==> config.mk <==
export PLATFORM = sky130hd
export DESIGN_NAME = ide_bus_watchdog
export DESIGN_NICKNAME = d
export VERILOG_FILES = /design/src/rtl/ide_bus_watchdog.sv
export SDC_FILE = /design/constraint.sdc
export NUM_CORES = 1
export LEC_CHECK = 0
export ABC_CLOCK_PERIOD_IN_PS = 2100
export CAP_MARGIN = 20
export CORE_MARGIN = 2
export CORE_UTILIZATION = 55
export DETAILED_ROUTE_END_ITERATION = 12
export PLACE_DENSITY = 0.78
export SLEW_MARGIN = 20
export SYNTH_ARGS = -nofsm -noshare
export SYNTH_HDL_FRONTEND = slang
export SYNTH_SLANG_ARGS = --single-unit
==> constraint.sdc <==
create_clock -name osc_40mhz -period 2.1 [get_ports osc_40mhz]
set_input_delay 0.42 -clock osc_40mhz [delete_from_list [all_inputs] [get_ports osc_40mhz]]
set_output_delay 0.42 -clock osc_40mhz [all_outputs]
set_load 0.005 [all_outputs]
==> src/rtl/ide_bus_watchdog.sv <==
// Watchdog for 68000 accesses to the IDE window. It drives BERR when DTACK has not
// arrived within TIMEOUT_CYCLES clocks, forwards IORDY as a strobe-extend request, and keeps timeout status.
module ide_bus_watchdog #(
    parameter int unsigned TIMEOUT_CYCLES = 400,
    parameter int unsigned CNT_W          = 16,
    parameter int unsigned SYNC_STAGES    = 2
) (
    input  logic       osc_40mhz,
    input  logic       reset,
    input  logic       n_cs,
    input  logic       n_uds,
    input  logic       n_lds,
    input  logic       n_dtack,
    input  logic       iordy,
    input  logic       enable,
    input  logic       clear_flag,
    output logic       n_berr_drv,
    output logic       iordy_hold,
    output logic       timeout_flag,
    output logic [7:0] timeout_count
);

    typedef enum logic [1:0] {
        S_IDLE,
        S_COUNT,
        S_BERR,
        S_RELEASE
    } state_t;

    // Bit order in each synchroniser stage: {iordy, n_lds, n_uds, n_cs}.
    logic [3:0]       r_sync [SYNC_STAGES];
    state_t           r_state;
    state_t           w_next;
    logic [CNT_W-1:0] r_cnt;
    logic             r_berr_n;
    logic             r_hold;
    logic             r_flag;
    logic [7:0]       r_tcount;

    logic w_cs_s;
    logic w_uds_s;
    logic w_lds_s;
    logic w_iordy_s;
    logic w_cycle_start;
    logic w_dtack_seen;
    logic w_at_limit;
    logic w_timeout;

    always_ff @(posedge osc_40mhz) begin
        if (reset) begin
            for (int unsigned i = 0; i < SYNC_STAGES; i++) begin
                r_sync[i] <= '1;
            end
        end else begin
            r_sync[0] <= {iordy, n_lds, n_uds, n_cs};
            for (int unsigned i = 1; i < SYNC_STAGES; i++) begin
                r_sync[i] <= r_sync[i-1];
            end
        end
    end

    assign w_cs_s        = r_sync[SYNC_STAGES-1][0];
    assign w_uds_s       = r_sync[SYNC_STAGES-1][1];
    assign w_lds_s       = r_sync[SYNC_STAGES-1][2];
    assign w_iordy_s     = r_sync[SYNC_STAGES-1][3];
    assign w_cycle_start = !w_cs_s && (!w_uds_s || !w_lds_s);
    assign w_dtack_seen  = !n_dtack;
    assign w_at_limit    = (r_cnt == CNT_W'(TIMEOUT_CYCLES - 1));

    always_comb begin
        w_next = r_state;
        case (r_state)
            S_IDLE: begin
                if (enable && w_cycle_start) w_next = S_COUNT;
            end
            S_COUNT: begin
                if (w_dtack_seen)            w_next = S_RELEASE;
                else if (w_cs_s || !enable)  w_next = S_IDLE;
                else if (w_at_limit)         w_next = S_BERR;
            end
            S_BERR: begin
                if (w_cs_s) w_next = S_IDLE;
            end
            S_RELEASE: begin
                if (w_cs_s) w_next = S_IDLE;
            end
            default: w_next = S_IDLE;
        endcase
    end

    assign w_timeout = (r_state == S_COUNT) && (w_next == S_BERR);

    always_ff @(posedge osc_40mhz) begin
        if (reset) begin
            r_state  <= S_IDLE;
            r_cnt    <= '0;
            r_berr_n <= 1'b1;
            r_hold   <= 1'b0;
            r_flag   <= 1'b0;
            r_tcount <= '0;
        end else begin
            r_state  <= w_next;
            r_berr_n <= (w_next != S_BERR);
            r_hold   <= (w_next == S_COUNT) && !w_iordy_s;

            // Counter freezes in BERR/RELEASE; the limit compare keeps it from wrapping.
            if (r_state == S_COUNT && w_next == S_COUNT) begin
                r_cnt <= r_cnt + CNT_W'(1);
            end else if (r_state == S_IDLE || w_next == S_IDLE) begin
                r_cnt <= '0;
            end

            if (w_timeout) begin
                r_flag <= 1'b1;
            end else if (clear_flag) begin
                r_flag <= 1'b0;
            end

            if (w_timeout && r_tcount != 8'hFF) begin
                r_tcount <= r_tcount + 8'd1;
            end
        end
    end

    assign n_berr_drv    = r_berr_n;
    assign iordy_hold    = r_hold;
    assign timeout_flag  = r_flag;
    assign timeout_count = r_tcount;

endmodule

==> impl_metrics.env <==
export IMPL_status="finished clean"
export IMPL_ys_seq_area_share_pct=42.2
export IMPL_place_gp_congestion=0.875
export IMPL_fill_cells=259
export IMPL_cts_root_buffer="clkbuf_4"
export IMPL_dieArea_sq_mm=0.00366
export IMPL_drt_iter0_markers=84
export IMPL_die_w_microns=60.5
export IMPL_fmax_mhz=519
export IMPL_syn_area_per_cell_sq_um=8.81
export IMPL_finalSetupViolCount=0
export IMPL_vias=1591
export IMPL_hold_viol=0
export IMPL_fin_crit_ns=1.93
export IMPL_synth_area_leader_cell="dfxtp_1"
export IMPL_chipHeight_microns=60.5
export IMPL_r2r_setup_slack_ns=0.17
export IMPL_hpwl_mm=2.60
export IMPL_fin_ws_ns=0.173
export IMPL_syn_num_nets=210
export IMPL_avgViaCountPerCell=5.96
export IMPL_critPathLaunchType="flop"
export IMPL_antenna_found_initial=0
export IMPL_drc=0
export IMPL_rsz0062_at_grt="no"
export IMPL_maxCapViolCount=0
export IMPL_min_path_type="flop to flop"
export IMPL_cts_max_level=2
export IMPL_core_sq_mm=0.00305
export IMPL_max_vdd_ir_drop_mv=0.391
export IMPL_drive_gt1_share_pct=13.9
export IMPL_start_util_pct=57.5
export IMPL_cts_sinks=37
export IMPL_insertion_delay_ns=0.34
export IMPL_ys_top_cells_by_area="dfxtp_1, a21oi_1, a211oi_1"
export IMPL_cts_tree="built"
export IMPL_slew_headroom_pct=75.0
export IMPL_io_buffers=19
export IMPL_io_pins=20
export IMPL_yosys_warnings=0
export IMPL_grt_ovfl_total=0
export IMPL_cts_reportedPaths_clkPinSlew_ns=0.11
export IMPL_path_class="flop to flop"
export IMPL_dr_pass1_iters=4
export IMPL_synth_edf_count=0
export IMPL_tightest_slew_ns=0.366
export IMPL_layout_nets=233
export IMPL_grt_pass1_vias=1375
export IMPL_cts_made_buffers=5
export IMPL_syn_area_sq_mm=0.00175
export IMPL_crit_fanout=10
export IMPL_postRouteAntennaNets=0
export IMPL_netlist_instances=199
export IMPL_fin_util_pct=68.1
export IMPL_grt_pass1_wl_mm=6.02
export IMPL_dpl_worst_slack_ns=0.0433
export IMPL_async_reset_ff_share_pct=0
export IMPL_p_total_w=0.00127
export IMPL_syn2layout_area_growth_pct=18.5
export IMPL_rows=20
export IMPL_cp_data_arrival_time_ns=2.21
export IMPL_critPathRequiredTime_ns=2.38
export IMPL_finalMaxSlewViolations=0
export IMPL_insertedDiodeCount=0
export IMPL_fin_crit_sh_pct=91.8
export IMPL_cellPowerDensity_mw_per_mm2=611
export IMPL_yosys_area_top_type_share_pct=42.2
export IMPL_clockBufferDepth=2
export IMPL_wl_per_cell_microns=14.0
export IMPL_tns_ns=0
export IMPL_grt_max_degree=22
export IMPL_synthFlopType="dfxtp_1"
export IMPL_cp_end_kind="flop"
export IMPL_yosys_register_bits=37
export IMPL_track_usage_pct=22.1
export IMPL_leakage_nw=0.709
export IMPL_drt_total_wl_mm=3.73
export IMPL_clock_skew_ns=0.00469
export IMPL_synth_cell_types=44
critical path: stages (launching register included):
cell and delay, ns:
dfxtp_1 0.38, ha_2 0.23, and3_1 0.20, and4_1 0.21, nand4_1 0.15, buf_4 0.20
or3_1 0.34, a21oi_1 0.15
power by group:
group / total (W) / switching [W] / internal [W]
Clock: 0.000516 / 0.000232 / 0.000284
Sequential: 0.000711 / 0.00000240 / 0.000709
Combinational: 0.0000427 / 0.0000178 / 0.0000249
Total: 0.00127 / 0.000252 / 0.00102
synth_stat cells (2+ instances only):
| library cell | instances |
|---|---|
| nor4_1 | 2 |
| o31ai_1 | 2 |
| nand3_1 | 6 |
| nand4_1 | 8 |
| a21oi_1 | 23 |
| dfxtp_1 | 37 |
| nand2b_1 | 4 |
| o21ai_0 | 7 |
| mux2i_1 | 3 |
| a41oi_1 | 2 |
| buf_2 | 3 |
| a211oi_1 | 10 |
| ha_1 | 2 |
| and3_1 | 8 |
| nand2_1 | 10 |
| nor2_1 | 12 |
| or3_1 | 3 |
| nand3b_1 | 2 |
| clkbuf_1 | 5 |
| or4_1 | 2 |
| buf_6 | 3 |
| nor3_1 | 7 |
| and2b_1 | 2 |
| and4_1 | 4 |
| inv_1 | 4 |
| and2_1 | 3 |
| or2_2 | 8 |
state kept, by name, indices dropped and copies added, names as in the netlist:
| signal | count |
|---|---|
| timeout_flag | 1 |
| n_berr_drv | 1 |
| r_state | 2 |
| iordy_hold | 1 |
| r_cnt | 16 |
| r_sync | 8 |
| timeout_count | 8 |
routing by layer:
metal	vias to the layer above	GRT usage (%)	routed length (microns)
met5	-	0	0
met4	0	8.07	66
met3	6	6.61	237
met2	69	34.2	1760
met1	731	29.6	1660
li1	785	-	-
cells by family (layout without fill, tap and decap cells):
kind of cell,after synthesis,count (layout),share of synthesized area (%)
flip-flops,37,37,42.2
AND/OR/NAND/NOR,87,87,29.5
adder cells (fa/ha/maj),2,2,1.43
multiplexers,3,3,1.71
AO/OA/AOI/OAI,53,53,19.5
XOR/XNOR,1,1,0.499
buffers and inverters,16,40,5.14
per-stage QoR:
step / instances / hold slack, ns / instance area (sq um)
2_1_floorplan: 199 / 0.373 / 1750
3_3_place_gp: 259 / 0.389 / 1990
3_5_place_dp: 259 / 0.393 / 1990
4_1_cts: 267 / 0.414 / 2080
5_1_grt: 267 / 0.431 / 2080
6_report: 267 / 0.414 / 2080
timing repair:
action | in CTS | in global routing
resized for setup | 0 | 1
buffers inserted | 0 | 0
hold buffers | 0 | 0
endpoints found under the setup margin | 0 | 2
layout by cell type (no fill, tap or decap), types with 8 or more instances in the layout:
cell type	Yosys	routed
buf_4	1	9
or2_2	8	8
nor2_1	12	12
nand4_1	8	8
a211oi_1	10	10
and3_1	8	8
dfxtp_1	37	37
clkdlybuf4s50_1	0	19
nand2_1	10	10
a21oi_1	23	23
worst paths after layout:
path / depth (start not counted) / end / startpoint
worst max-delay path: 7 / timeout_count[3]$_SDFFE_PP0P_ / r_cnt[0]$_SDFFE_PP0P_
worst max register to register: 7 / timeout_count[3]$_SDFFE_PP0P_ / r_cnt[0]$_SDFFE_PP0P_
worst min register to register: 1 / iordy_hold$_SDFF_PP0_ / r_sync[0][7]$_SDFF_PP1_
worst min-delay path: 1 / iordy_hold$_SDFF_PP0_ / r_sync[0][7]$_SDFF_PP1_
layout make-up:
type | count | area, sq um | area share (%)
clock buffers | 7 | 55.1 | 2.65
clock inverters | 1 | 30.0 | 1.44
inverters | 4 | 15.0 | 0.722
multi-input cells | 146 | 926 | 44.5
flip-flops and latches | 37 | 741 | 35.6
well taps | 44 | 55.1 | 2.65
repair buffers | 28 | 258 | 12.4
(Power assumes the default switching activity.)
